<file path="src/rtl/alu_muldiv_seq_if.sv">
// Request/result and ALU-operand bundle between EX, the mul/div sequencer and the shared ALU.
interface alu_muldiv_seq_if;
  logic        start;
  logic        op;
  logic [31:0] src1;
  logic [31:0] src2;
  logic [31:0] alu_src1;
  logic [31:0] alu_src2;
  logic [3:0]  alu_ctrl;
  logic [31:0] alu_result;
  logic        busy;
  logic        done;
  logic [31:0] hi;
  logic [31:0] lo;

  modport master (
    output start, op, src1, src2, alu_result,
    input  alu_src1, alu_src2, alu_ctrl, busy, done, hi, lo
  );

  modport slave (
    input  start, op, src1, src2, alu_result,
    output alu_src1, alu_src2, alu_ctrl, busy, done, hi, lo
  );
endinterface

</file>
<file path="src/rtl/alu_muldiv_seq.sv">
// Multi-cycle 32-bit unsigned MULU/DIVU sequencer that borrows the EX-stage ALU for
// shift-add multiply and restoring divide, keeping a HI/LO result pair.
module alu_muldiv_seq #(
  parameter int unsigned ITER = 32
) (
  input logic           clk_i,
  input logic           rst_i,
  alu_muldiv_seq_if.slave bus
);

  localparam logic [1:0] IDLE = 2'd0;
  localparam logic [1:0] RUN  = 2'd1;
  localparam logic [1:0] DONE = 2'd2;

  localparam logic [3:0] ALU_NOP = 4'b0000;
  localparam logic [3:0] ALU_ADD = 4'b0010;
  localparam logic [3:0] ALU_SUB = 4'b0110;

  logic [1:0]  state;
  logic        op;
  logic [31:0] hi;
  logic [31:0] lo;
  logic [31:0] opnd;
  logic [5:0]  cnt;

  logic [31:0] rs;
  logic [31:0] addend;
  logic        carry;
  logic        ge;

  // ALU has no carry-out: an unsigned sum smaller than its addend hi means it wrapped.
  always_comb begin
    rs     = {hi[30:0], lo[31]};
    addend = lo[0] ? opnd : '0;
    carry  = (bus.alu_result < hi);
    ge     = (rs >= opnd);

    bus.alu_ctrl = ALU_NOP;
    bus.alu_src1 = '0;
    bus.alu_src2 = '0;
    if (state == RUN) begin
      if (op) begin
        bus.alu_ctrl = ALU_SUB;
        bus.alu_src1 = rs;
        bus.alu_src2 = opnd;
      end else begin
        bus.alu_ctrl = ALU_ADD;
        bus.alu_src1 = hi;
        bus.alu_src2 = addend;
      end
    end
  end

  assign bus.busy = (state == RUN);
  assign bus.done = (state == DONE);
  assign bus.hi   = hi;
  assign bus.lo   = lo;

  always_ff @(posedge clk_i) begin
    if (!rst_i) begin
      state <= IDLE;
      op    <= 1'b0;
      hi    <= '0;
      lo    <= '0;
      opnd  <= '0;
      cnt   <= '0;
    end else begin
      case (state)
        IDLE: begin
          if (bus.start) begin
            op  <= bus.op;
            cnt <= '0;
            if (bus.op && (bus.src2 == '0)) begin
              hi    <= bus.src1;
              lo    <= '1;
              opnd  <= '0;
              state <= DONE;
            end else begin
              // MULU keeps the multiplier in lo and the multiplicand aside; DIVU the reverse.
              hi    <= '0;
              lo    <= bus.op ? bus.src1 : bus.src2;
              opnd  <= bus.op ? bus.src2 : bus.src1;
              state <= RUN;
            end
          end
        end
        RUN: begin
          if (op) begin
            if (ge) begin
              hi <= bus.alu_result;
              lo <= {lo[30:0], 1'b1};
            end else begin
              hi <= rs;
              lo <= {lo[30:0], 1'b0};
            end
          end else begin
            hi <= {carry, bus.alu_result[31:1]};
            lo <= {bus.alu_result[0], lo[31:1]};
          end
          cnt <= cnt + 6'd1;
          if (cnt == 6'(ITER - 1)) state <= DONE;
        end
        DONE:    state <= IDLE;
        default: state <= IDLE;
      endcase
    end
  end

endmodule
</file>
<file path="src/flat_wrapper.sv">
// flat-port wrapper written by rule: the top's interface ports become plain ports
module alu_muldiv_seq_flat 
#(
  parameter int unsigned ITER = 32
)
  (clk_i, rst_i, bus_start, bus_op, bus_src1, bus_src2, bus_alu_result, bus_alu_src1, bus_alu_src2, bus_alu_ctrl, bus_busy, bus_done, bus_hi, bus_lo);
  alu_muldiv_seq_if bus_i ();
  input logic clk_i;
  input logic rst_i;
  input wire logic [$bits(bus_i.start)-1:0] bus_start;
  input wire logic [$bits(bus_i.op)-1:0] bus_op;
  input wire logic [$bits(bus_i.src1)-1:0] bus_src1;
  input wire logic [$bits(bus_i.src2)-1:0] bus_src2;
  input wire logic [$bits(bus_i.alu_result)-1:0] bus_alu_result;
  output wire logic [$bits(bus_i.alu_src1)-1:0] bus_alu_src1;
  output wire logic [$bits(bus_i.alu_src2)-1:0] bus_alu_src2;
  output wire logic [$bits(bus_i.alu_ctrl)-1:0] bus_alu_ctrl;
  output wire logic [$bits(bus_i.busy)-1:0] bus_busy;
  output wire logic [$bits(bus_i.done)-1:0] bus_done;
  output wire logic [$bits(bus_i.hi)-1:0] bus_hi;
  output wire logic [$bits(bus_i.lo)-1:0] bus_lo;
  assign bus_i.start = bus_start;
  assign bus_i.op = bus_op;
  assign bus_i.src1 = bus_src1;
  assign bus_i.src2 = bus_src2;
  assign bus_i.alu_result = bus_alu_result;
  assign bus_alu_src1 = bus_i.alu_src1;
  assign bus_alu_src2 = bus_i.alu_src2;
  assign bus_alu_ctrl = bus_i.alu_ctrl;
  assign bus_busy = bus_i.busy;
  assign bus_done = bus_i.done;
  assign bus_hi = bus_i.hi;
  assign bus_lo = bus_i.lo;
  alu_muldiv_seq #(.ITER(ITER)) u_core (.clk_i(clk_i), .rst_i(rst_i), .bus(bus_i));
endmodule
</file>
<file path="config.mk">
export PLATFORM = sky130hd
export DESIGN_NAME = alu_muldiv_seq_flat
export DESIGN_NICKNAME = d
export VERILOG_FILES = /design/src/rtl/alu_muldiv_seq_if.sv /design/src/rtl/alu_muldiv_seq.sv /design/src/flat_wrapper.sv
export SDC_FILE = /design/constraint.sdc
export NUM_CORES = 1
export LEC_CHECK = 0
export BUFFER_PORTS_ARGS = -buffer_cell sky130_fd_sc_hd__buf_2
export CORE_MARGIN = 5
export CORE_UTILIZATION = 53
export CTS_CLUSTER_DIAMETER = 40
export CTS_CLUSTER_SIZE = 24
export DETAILED_ROUTE_END_ITERATION = 7
export PLACE_DENSITY = 0.79
export SLEW_MARGIN = 20
export SYNTH_ARGS = -nofsm -noshare
export SYNTH_HDL_FRONTEND = slang
export SYNTH_SLANG_ARGS = --single-unit
</file>
<file path="constraint.sdc">
create_clock -name clk_i -period 2.3 [get_ports clk_i]
set_input_delay 0 -clock clk_i [delete_from_list [all_inputs] [get_ports clk_i]]
set_output_delay 0 -clock clk_i [all_outputs]
set_load 0.005 [all_outputs]
</file>
# After elaboration in Yosys (flattened, before gate mapping)
# Cells that the tools add are included.
dict set report totals {
  elab_cells 47
  out_inout_bits 134
  n_memories 0
  regBits 105
  ramBits 0
  input_bits 100
  latchBits 0
  mem_bits_ro 0
}
dict set report classes {
  reduce_logical 7
  n_eq_ne 5
  order_cmp 2
  multipliers 0
  bitwise_logic 0
  n_shift 0
  mux 26
  div_mod_pow 0
  add_sub_neg 1
}
# cell count
set op_table {}
lappend op_table {{2-to-1 mux 32 bit} 15}
lappend op_table {{one-hot mux 32 bit (2 select lines)} 2}
lappend op_table {{>= comparator 32 bit} 1}
lappend op_table {{zero test 32 bit} 1}
lappend op_table {{< comparator 32 bit} 1}
lappend op_table {{one-hot mux 6 bit (2 select lines)} 1}
lappend op_table {{adder 6 x 1 -> 6 bit, second input constant} 1}
lappend op_table {{== test 6 x 5 -> 1 bit, second input constant} 1}
lappend op_table {{2-to-1 mux 2 bit} 3}
lappend op_table {{2-to-1 mux 6 bit} 1}
lappend op_table {{AND reduction 2 bit} 3}
lappend op_table {{2-to-1 mux 4 bit} 1}
lappend op_table {{one-hot mux 2 bit (2 select lines)} 1}
lappend op_table {{2-to-1 mux 3 bit} 1}
lappend op_table {{== test 2 x 1 -> 1 bit, second input constant} 1}
lappend op_table {{== test 2 bit, second input constant} 1}
lappend op_table {{zero test 2 bit} 1}
lappend op_table {{!= test 2 x 1 -> 1 bit, second input constant} 1}
lappend op_table {{!= test 2 bit, second input constant} 1}
lappend op_table {{nonzero test 2 bit} 1}
lappend op_table {{logical AND 1 bit} 1}
lappend op_table {{2-to-1 mux 1 bit} 1}

# Logic depth before layout (Yosys ltp)
dict set report logic_depth {
  word_depth 5
  depth_mapped 10
  mapped_depth_nobuf 9
}

# Least setup slack after synthesis
# No wires, ideal clock.
dict set report synth_path {
  path_kind {register -> register}
  startpoint {register u_core.hi[8] (netlist: u_core.bus.hi[8])}
  endpoint {register u_core.hi[19] (netlist: u_core.bus.hi[19])}
  t_required_ns 2.172
  path_buffers 1
  period_less_slack_ns 2.180
  stages_incl_launch_ff 10
  setup_time_ns 0.128
  arrival_ns 2.052
  setup_slack_ns 0.120
  cell_sequence {dfxtp_1 ha_1 and4_1 a21o_1 a211oi_2 o31ai_1 a21oi_4 buf_6 mux2i_1 o21ai_1}
}
dict set report synth_via {
  elab_chain_cells 4
}
# element line_no
set synth_rtl {}
lappend synth_rtl {{from (decl)} alu_muldiv_seq.sv:21} ;# logic [31:0] hi;
lappend synth_rtl {{from (signal assigned)} alu_muldiv_seq.sv:74} ;# hi <= bus.src1;
lappend synth_rtl {{from (signal assigned)} alu_muldiv_seq.sv:90} ;# hi <= bus.alu_result;
lappend synth_rtl {{from (signal assigned)} alu_muldiv_seq.sv:93} ;# hi <= rs;
lappend synth_rtl {{>= comparator 32 bit} alu_muldiv_seq.sv:36} ;# ge = (rs >= opnd);
lappend synth_rtl {{2-to-1 mux 32 bit} alu_muldiv_seq.sv:89} ;# if (ge) begin
lappend synth_rtl {{2-to-1 mux 32 bit} alu_muldiv_seq.sv:88} ;# if (op) begin
lappend synth_rtl {{one-hot mux 32 bit (2 select lines)} alu_muldiv_seq.sv:68} ;# case (state)
# Every way passes these cells.
# A chain may end at the register's enable or synchronous reset.

# Final worst setup path
dict set report layout_path {
  startpoint {register u_core.opnd[5]}
  endpoint {register u_core.hi[7] (netlist: u_core.bus.hi[7])}
}
dict set report layout_via {
  elab_chain_cells 4
}
# element line_no
set layout_rtl {}
lappend layout_rtl {{from (decl)} alu_muldiv_seq.sv:23} ;# logic [31:0] opnd;
lappend layout_rtl {{from (signal assigned)} alu_muldiv_seq.sv:82} ;# opnd <= bus.op ? bus.src2 : bus.src1;
lappend layout_rtl {{>= comparator 32 bit} alu_muldiv_seq.sv:36}
lappend layout_rtl {{2-to-1 mux 32 bit} alu_muldiv_seq.sv:89}
lappend layout_rtl {{2-to-1 mux 32 bit} alu_muldiv_seq.sv:88}
lappend layout_rtl {{one-hot mux 32 bit (2 select lines)} alu_muldiv_seq.sv:68}
# Every way passes these cells.

==> key figures <==
Detailed routing
  – Post-DR wirelength/cell: ~22 um
  – 1st-pass router iterations: 7
  – DR vias: slightly above 9000
  – Via count normalized by instance count: between 6 and 7
  – Number of design-rule violations left by the first detailed-router iteration: about 1200
  – Residual DRC count: 0
  – Antenna violation net count after detailed routing: 0
  – Post-Route WL: 31.3 mm

Worst setup path
  – Largest fanout on the critical path: 4
  – Critical path required time: ~2500 ps
  – Kind of start point of the critical path: flop
  – Critical register-to-register path startpoint: u_core.opnd[5]
  – Max stage delay on crit path: 310 ps
  – Critical R2R Capture: u_core.bus.hi[7]
  – Worst setup path category: flop to flop
  – Path depth of the worst reg2reg path: 11
  – Data arrival at the endpoint of the critical path: ~2600 ps
  – Critical Path Sink Type: flop
  – Crit-path slowest cell: dfxtp_1
  – CP cell instances: inv_1, ha_4, a211oi_2, nand2_1, a41oi_2, o31ai_4, a21oi_4, buf_4, clkbuf_16, mux2i_1, o21ai_1
  – R2r setup slk: -80 ps

Min path
  – Worst hold path endpoint: u_core.bus.hi[0]
  – Worst hold path depth: 3
  – Hold wc startpoint: bus_alu_result[0]
  – Worst hold path type: primary input to flop

Cells and area
  – Syn-to-layout area delta: 41.4%
  – # nets final: 1414
  – Fraction of final layout cells sized beyond drive strength 1: between 20% and 30%
  – Non-filler instance count after layout: 1440
  – # fillers: between 900 and 1000
  – Post-route cell area: between 10000 and 15000 um^2

STA
  – Number of pins with negative max-slew slack in the final report: 0
  – Achievable clock frequency: 421 MHz
  – Hold violation count in the final report: 0
  – RSZ-0062 raised after global routing: yes
  – Crit path setup slack, layout: -77.6 ps
  – Worst-margin pin slew: just under 900 ps
  – Worst setup skew after layout: 6.63 ps
  – Relative slew slack: between 40% and 50%
  – Worst hold slack: about 10 ps
  – Number of setup violations in the final report: 21
  – Final cycle utilization of the critical path: 103%
  – Final Critical Period: 2380 ps

Logic synthesis
  – Synthesized instance count: just over 900
  – Synth async-reset ratio: 0%
  – Post-synth top area share: about 27%
  – Post-synthesis area per instance: ~8.3 um^2
  – Post-synth cell types: just under 50
  – YS warnings: 0
  – Ys flop type: dfxtp_1
  – Flip-flop and latch count after synthesis: 105
  – Part of the Yosys area used for sequential elements: 27.4%
  – Number of enable flip-flop cells after synthesis: 0
  – Largest area contributor in the synthesized netlist: dfxtp_1
  – Top cells by area in the synthesized netlist: dfxtp_1 (27%), mux2i_1 (21%), ha_1 (10%)
  – Mapped cell area: 7660 um^2

GRT
  – Overflow after GRT: 0
  – Maximum number of pins on one net before global-route repair: 55
  – Aggregate global-route resource usage: between 30 and 40%
  – Number of antenna violations at the first check in global routing: 1
  – Number of global-route vias before repair: about 8700
  – Wire length of the first global-routing pass: 45.8 mm

Floorplanning
  – Height of the die: between 100 and 150 um
  – Total I/O pin count: roughly 230
  – Initial cell density of the core: a little over half
  – Die boundary width: between 100 and 150 um
  – DIE AREA: ~17000 um^2
  – Core Box Area: about 14000 um^2
  – FP Rows: 44

CTS
  – Clock transition time at the flip-flop clock pins of the worst setup and hold paths: 70 ps
  – TritonCTS Buffers: 9
  – CTS Buffer Depth: 2
  – TritonCTS clock tree: yes
  – CTS Root Cell: clkbuf_16
  – CTS sink count: about 110
  – Number of H-tree levels: 3
  – Clock Latency Late Sink: approximately 360 ps

Pwr
  – LEAKAGE: about 4.9 nW
  – Power per unit of standard cell area: just under 600 nW/um^2
  – Maximum VDD drop: 0.455 mV

Outcome
  – Result of the run: finished with violations
  – Violated checks: negative setup slack

Placed design
  – Total placed cells including tap cells: 1326
  – Routability congestion estimate from global placement: 0.934
  – Post-place instance area: 9250 um^2
  – Post-DP HPWL: 20.2 mm
  – Port-buffer cells: roughly 230

Job
  – Number of max-cap violations: 0
per-layer routing:
metal / GRT usage [%] / routed length (um)
met1: 43.7 / 11900
met2: 55.1 / 14300
met3: 6.26 / 3250
met4: 17.4 / 1850
met5: 0 / 0
synthesized netlist by cell type (all sizes together), types with 2 or more instances:
cell type	instances
a211oi	5
a21o	5
a21oi	89
a221oi	34
a22o	31
and2	2
and4	4
buf	32
clkbuf	38
dfxtp	105
ha	64
inv	68
mux2i	159
nand2	27
nand3	7
nand4	8
nor2	87
nor2b	6
nor3	40
nor4	12
nor4b	2
o211ai	3
o21ai	41
o22ai	33
o31ai	2
or3	3
critical path, delay by kind of cell (launching register included):
| kind | cells | cell delay [ps] |
|---|---|---|
| simple gates | 1 | 100 |
| flops | 1 | 310 |
| mux | 1 | 220 |
| buf+inv | 3 | 460 |
| fa+ha+maj | 1 | 250 |
| compound gates | 5 | 910 |
through the flow:
step,power (W),setup slack (ps),utilization (%),TNS (ps)
after floorplan,0.00340,120,-,0
after global placement,0.00408,106,64.4,0
after detailed placement,0.00412,-1.22,64.4,-1.22
after CTS,0.00617,3.27,73.9,0
after global routing,0.00666,-207,75.4,-2390
final,0.00642,-77.6,75.4,-582
cells in the final DEF (no fill, tap or decap), types with 10 or more instances in the layout:
cell type      instances
a21oi_1               85
a221oi_1              32
a22o_1                31
buf_2                230
buf_4                 60
clkbuf_16             10
dfxtp_1               95
dlygate4sd3_1         82
ha_1                  53
ha_4                  11
inv_1                 63
mux2i_1              157
nand2_1               27
nor2_1                83
nor3_1                38
nor4_1                12
o21ai_0               10
o21ai_1               30
o22ai_1               33
kinds of logic (layout without fill, tap and decap cells):
| kind of cell | Yosys count | after routing | synth area share, % |
|---|---|---|---|
| AO/OA/AOI/OAI | 253 | 253 | 21.4 |
| AND/OR/NAND/NOR | 202 | 202 | 12.2 |
| multiplexers | 159 | 159 | 20.8 |
| buffers and inverters | 138 | 468 | 7.48 |
| flip-flops | 105 | 105 | 27.4 |
| adder cells (fa/ha/maj) | 64 | 64 | 10.5 |
| XOR/XNOR | 2 | 2 | 0.229 |
| other | 1 | 3 | 0.0489 |
flip-flops by register name, summed over array words and instances, names as in the netlist:
register,cells
u_core.bus.hi,32
u_core.bus.lo,32
u_core.opnd,32
u_core.state,2
u_core.cnt,6
u_core.op,1
final cells by class:
cell class	instances	area, um^2	share of cell area, %
diodes	1	2.50	0.0231
clock buffers	11	243	2.24
clock inverters	5	80.1	0.739
inverters	68	255	2.36
multi-input cells	682	5240	48.3
flip-flops and latches	105	2120	19.6
well taps	184	230	2.12
repair buffers	384	2670	24.6
how the worst max path moves through the flow:
stage | start | to | cells past startpoint
floorplan | u_core.bus.hi[8] | u_core.bus.hi[19] | 9
global placement | u_core.bus.hi[8] | u_core.bus.hi[8] | 9
detailed placement | u_core.bus.hi[8] | u_core.bus.hi[10] | 9
CTS | u_core.opnd[19] | u_core.bus.hi[27] | 12
global route | u_core.opnd[5] | u_core.bus.hi[7] | 11
finish | u_core.opnd[5] | u_core.bus.hi[7] | 11
repair_timing:
action	4_1_cts	5_1_grt
hold buffers	82	0
endpoints found under the hold margin	58	0
cloned	1	1
pin swaps	7	14
setup buffers	10	5
resized for setup	23	34
endpoints found under the setup margin	32	33
report_power, final:
group          total (W)  switching [W]  internal [W]
combinational    0.00257        0.00135       0.00122
clock            0.00172       0.000740      0.000983
sequential       0.00212       0.000150       0.00197
total            0.00642        0.00224       0.00418
(Power assumes the default switching activity.)
